$ cat config.mk
export PLATFORM = sky130hd
export DESIGN_NAME = fxp8s_mm_sched
export DESIGN_NICKNAME = d
export VERILOG_FILES = /design/src/rtl/fxp8s_mm_sched.sv
export SDC_FILE = /design/constraint.sdc
export NUM_CORES = 1
export LEC_CHECK = 0
export ABC_AREA = 1
export CAP_MARGIN = 20
export CORE_ASPECT_RATIO = 0.8
export CORE_MARGIN = 4
export CORE_UTILIZATION = 30
export DETAILED_ROUTE_END_ITERATION = 6
export PLACE_DENSITY_LB_ADDON = 0.3
export SLEW_MARGIN = 0
export SYNTH_ARGS = -nofsm -noshare
export SYNTH_HDL_FRONTEND = slang
export SYNTH_SLANG_ARGS = --single-unit
$ cat constraint.sdc
create_clock -name clk -period 1.2 [get_ports clk]
set_input_delay 0.3 -clock clk [delete_from_list [all_inputs] [get_ports clk]]
set_output_delay 0.3 -clock clk [all_outputs]
set_load 0.02 [all_outputs]
$ cat src/rtl/fxp8s_mm_sched.sv
// Round-robin job scheduler in front of the fxp8s NxN PE array: loads A then B, waits, drains NxN results.
// Optional WAIT_OUT watchdog: define FXP8S_SCHED_TIMEOUT_EN to abort a job whose result never appears.
`timescale 1ns/1ps
module fxp8s_mm_sched #(
    parameter int N       = 3,
    parameter int W       = 8,
    parameter int TIMEOUT = 255
) (
    input  logic           clk,
    input  logic           rst,
    input  logic [1:0]     req,
    output logic [1:0]     gnt,
    input  logic [1:0]     req_valid,
    input  logic [2*W-1:0] req_data,
    output logic [1:0]     req_ready,
    output logic           arr_en_in,
    input  logic           arr_rdy_in,
    output logic           arr_in_mat,
    output logic           arr_new_row,
    output logic           arr_mat_done,
    output logic [W-1:0]   arr_in_data,
    input  logic           arr_en_out,
    output logic           arr_rdy_out,
    input  logic [W-1:0]   arr_out_data,
    output logic           out_valid,
    input  logic           out_ready,
    output logic [W-1:0]   out_data,
    output logic           out_id,
    output logic           out_last,
    output logic           err
);
    localparam int CW = $clog2(N + 1);

    typedef enum logic [2:0] {S_IDLE, S_LOAD_A, S_LOAD_B, S_WAIT_OUT, S_DRAIN} state_t;

    state_t        state_q, state_d;
    logic [1:0]    gnt_q, gnt_d;
    logic          rr_q, rr_d;
    logic [CW-1:0] row_q, row_d, col_q, col_d;

    logic          g;
    logic          g_valid;
    logic [W-1:0]  g_data;
    logic          loading;
    logic          in_xfer, out_xfer, at_last, timeout_hit;

    assign g       = gnt_q[1];
    assign g_valid = g ? req_valid[1] : req_valid[0];
    assign g_data  = g ? req_data[2*W-1:W] : req_data[W-1:0];
    assign loading = (state_q == S_LOAD_A) || (state_q == S_LOAD_B);
    assign in_xfer  = loading && g_valid && arr_rdy_in;
    assign out_xfer = (state_q == S_DRAIN) && arr_en_out && out_ready;
    assign at_last  = (row_q == CW'(N - 1)) && (col_q == CW'(N - 1));
    assign gnt      = gnt_q;

`ifdef FXP8S_SCHED_TIMEOUT_EN
    localparam int TW = $clog2(TIMEOUT + 1);
    logic [TW-1:0] to_cnt_q, to_cnt_d;

    // Zero on the first WAIT_OUT cycle, so the abort lands TIMEOUT cycles after entry.
    assign to_cnt_d    = (state_q == S_WAIT_OUT) ? to_cnt_q + 1'b1 : '0;
    assign timeout_hit = (state_q == S_WAIT_OUT) && (to_cnt_q == TW'(TIMEOUT)) && !arr_en_out;

    always_ff @(posedge clk) begin
        if (rst) to_cnt_q <= '0;
        else     to_cnt_q <= to_cnt_d;
    end
`else
    // Without the watchdog TIMEOUT has no effect; this comparison is constant-false.
    assign timeout_hit = (TIMEOUT < 0);
`endif

    always_ff @(posedge clk) begin
        if (rst) begin
            state_q <= S_IDLE;
            gnt_q   <= 2'b00;
            rr_q    <= 1'b0;
            row_q   <= '0;
            col_q   <= '0;
        end else begin
            state_q <= state_d;
            gnt_q   <= gnt_d;
            rr_q    <= rr_d;
            row_q   <= row_d;
            col_q   <= col_d;
        end
    end

    always_comb begin
        state_d = state_q;
        gnt_d   = gnt_q;
        rr_d    = rr_q;
        row_d   = row_q;
        col_d   = col_q;

        // One row-major position counter serves both the load and the drain phases.
        if (in_xfer || out_xfer) begin
            if (at_last) begin
                row_d = '0;
                col_d = '0;
            end else if (col_q == CW'(N - 1)) begin
                col_d = '0;
                row_d = row_q + 1'b1;
            end else begin
                col_d = col_q + 1'b1;
            end
        end

        case (state_q)
            S_IDLE: begin
                if (req == 2'b11) begin
                    gnt_d   = rr_q ? 2'b10 : 2'b01;
                    rr_d    = ~rr_q;
                    state_d = S_LOAD_A;
                end else if (req != 2'b00) begin
                    gnt_d   = req;
                    state_d = S_LOAD_A;
                end
            end
            S_LOAD_A: if (in_xfer && at_last) state_d = S_LOAD_B;
            S_LOAD_B: if (in_xfer && at_last) state_d = S_WAIT_OUT;
            S_WAIT_OUT: begin
                if (arr_en_out) begin
                    state_d = S_DRAIN;
                end else if (timeout_hit) begin
                    state_d = S_IDLE;
                    gnt_d   = 2'b00;
                    rr_d    = ~g;
                end
            end
            S_DRAIN: begin
                if (out_xfer && at_last) begin
                    state_d = S_IDLE;
                    gnt_d   = 2'b00;
                end
            end
            default: state_d = S_IDLE;
        endcase
    end

    always_comb begin
        req_ready    = 2'b00;
        arr_en_in    = 1'b0;
        arr_in_mat   = 1'b0;
        arr_new_row  = 1'b0;
        arr_mat_done = 1'b0;
        arr_in_data  = '0;
        arr_rdy_out  = 1'b0;
        out_valid    = 1'b0;
        out_data     = '0;
        out_id       = 1'b0;
        out_last     = 1'b0;
        err          = 1'b0;

        if (loading) begin
            arr_en_in    = g_valid;
            req_ready    = in_xfer ? gnt_q : 2'b00;
            arr_in_mat   = (state_q == S_LOAD_A);
            arr_new_row  = (col_q == '0) && (row_q != '0);
            arr_mat_done = at_last;
            arr_in_data  = g_data;
        end
        if (state_q == S_DRAIN) begin
            out_valid   = arr_en_out;
            arr_rdy_out = out_xfer;
            out_data    = arr_out_data;
            out_id      = g;
            out_last    = at_last;
        end
        if (state_q == S_WAIT_OUT) err = timeout_hit;
    end
endmodule
==> results of run 1 <==
[layout by cell type (no fill, tap or decap), types with 5 or more instances in the layout]
master and count:
buf_4 38, buf_6 32, clkdlybuf4s50_1 30, dfxtp_1 5, inv_1 18, inv_2 13
nand2_1 35, nand2_2 9, nand2_4 6, nor2_1 9, nor2_4 20
[through the flow]
stage / utilization (%) / power (mW)
5_1_grt: 79.88 / 3.650
3_3_place_gp: 70.50 / 2.522
3_5_place_dp: 70.50 / 2.547
4_1_cts: 75.66 / 3.190
6_report: 79.88 / 3.432
2_1_floorplan: - / 1.644
[sequential cells by signal, summed over array words and instances, names as in the netlist]
name and flops:
col_q 2, gnt 2, state_q 3, rr_q 1
row_q 2
[worst paths after layout]
kind | start | endpoint | depth (start not counted)
setup / recovery | state_q[0] | gnt[1] | 8
hold / removal | rr_q | rr_q | 2
setup reg to reg | state_q[0] | gnt[1] | 8
hold reg to reg | rr_q | rr_q | 2
[power groups by stage]
stage          registers, mW  logic, mW  clock network [mW]
6_report               0.523       2.48               0.432
5_1_grt                0.533       2.66               0.456
4_1_cts                0.507       2.24               0.443
3_5_place_dp           0.488       2.06                   0
3_3_place_gp           0.488       2.03                   0
2_1_floorplan          0.510       1.13                   0
[area by class of cell]
type,instances,area share (%)
clock buffer,4,2.473
inverter,35,6.464
multi-input combinational,112,34.91
sequential,10,9.612
tap,38,2.136
timing repair buffer,104,44.41
[cell families after synthesis]
| family | count (synthesis) | share of synthesized area, % |
|---|---|---|
| AO/OA/AOI/OAI | 16 | 10.99 |
| flip-flops | 10 | 22.82 |
| buffers and inverters | 40 | 18.12 |
| other | 1 | 0.4275 |
| AND/OR/NAND/NOR | 95 | 47.64 |
[per-layer routing]
layer	vias up	track usage (%)
met5	-	0
met3	10	5.800
met4	0	5.949
met2	53	31.29
met1	618	21.64
li1	688	-
[worst max-delay path, delay by kind of cell, from the launching register on]
kind,cells,cell delay [ns]
DFF,1,0.36
buffers and inverters,3,0.47
AOI/OAI and AO/OA,2,0.40
and+or+nand+nor,3,0.35
[repair_timing]
action,4_1_cts,5_1_grt
setup buffers,4,6
endpoints found under the hold margin,0,0
pin swaps,21,16
hold buffers,0,0
endpoints found under the setup margin,38,37
resized for setup,184,27
==> results.md, run 1 <==
- Final setup TNS: -12.54 ns
- Most instantiated cells after synthesis: 48 x nand2_1, 31 x inv_1, 28 x nor2_1
- First-pass GRT wire length: 5.471 mm
- Fill cell count: 191
- Register area: 214.0 um2
- Met2 WL: 1.963 mm
- Total congestion overflow: 0
- # setup viols final: 35
- Routed len/inst: 12.62 um
- Ys Warns: 0
- Status: complete, but fails checks
- Synth cell types: 24
- Dpl ws: -0.8546 ns
- Final HPWL DP: 2.695 mm
- Mapped Cells: 162
- Static Leak: 1.054 nW
- Multi-input gate area: 777.0 um2
- Initial Utilization: 31.48%
- Largest net degree at the start of global routing: 9
- Top-count cell post-synth: nand2_1
- Combinational share of power: 72.2%
- DR pass1 iterations: 4
- Met1 wire length: 1.477 mm
- Net Sw Frac: 45.30%
- DRT Wirelength: 3.824 mm
- # port buffers: 60
- Final slew viol count: 0
- Area share of the largest cell type after synthesis: 22.82%
- RSZ-0062 raised after global routing: yes
- Sw Pwr: 1.555 mW
- Final net count: 299
- Final hold vios: 0
- Initial antenna violation count: 0
- Period utilisation layout: 139.6%
- Fmax: 0.5970 GHz
- Antenna cells: 0
- Number of H-tree levels: 1
- Final period demand of the worst path: 1.675 ns
- Total Routing Usage GR: 18.52%
- CTS tree: done
- Slowest CP cell: dfxtp_4
- Syn-to-layout area delta: 153.8%
- Hold slack: 0.5042 ns
- ANT nets after route: 0
- Met3 routed WL: 317 um
- Vias per cell: 4.518
- Post-synth EDFFs: 0
- Full die area: 3858 um2
- Max-cap violations: 0
- Residual DRC count: 0
- Yosys reg bits: 10
- Synthesized area: 877.1 um2
- Site Rows: 17
- Max incr delay on CP: 0.36 ns
- Clk Latency, worst-skew pair: 0.24 ns
- Worst Path Arrival: 1.83 ns
- PwrDens: 1542 nW/um2
- CP Capture Type: register
- GP Congestion: 0.8286
- Clock tree root driver cell: clkbuf_8
- Final setup margin: -0.4749 ns
- Flop pwr share: 15.2%
- Worst Path Required: 1.36 ns
- Violated checks: setup timing
- Vias: 1369
- Flop-to-flop setup slack: -0.47 ns
- Worst Hold Class: register to register
- Num ports: 62
- Syn_nets: 195
- Core ar.: 2786 um2
- Post-synth ARST share: 0%
- Die height: 56.36 um
- Fraction of layout cells with a size suffix above 1: 55.47%
- Dominant cells by area after synthesis: dfxtp_1 23%, nand2_1 21%, inv_1 13%
- Vias in the first global route: 1220
- Num CTS Buffers: 3
- Post-route design area: 2226 um2
- Sink Count: 10
- Final std cells w/o fill: 303
- Clk slew on worst S/H paths: 0.05 ns
- Worst Path Max Fanout: 5
- Area after DPL: 1964 um2
- Critical path class: register to register
- Skew final: 0.0007070 ns
- Int Pwr: 1.877 mW
- Max VDD drop: 1089 uV
- Sequential area share after synthesis: 22.82%
- Die W: 68.45 um
- Crit start category: register
- Synth area leader: dfxtp_1
- DP Cell Count: 291
- Clk network pwr share: 12.6%
- Mapped Avg Cell Area: 5.414 um2
- Iter 0 DRT Violations: 56
- Critical-path cell list: buf_6, nor2_4, nand4_1, buf_6, o21ai_4, buf_4, nand4_1, a21oi_1
- Most used DFF post-synth: dfxtp_1
- Top Metal Used: met4
- Largest buffer count on any clock path: 2
No activity file was read; power rests on OpenSTA's default activity.
==> run 2: changes to the inputs <==
CTS_CLUSTER_DIAMETER = 80   (was unset)
==> results of run 2 <==
The final DEF is identical to that of run 1; final timing and power are the same.
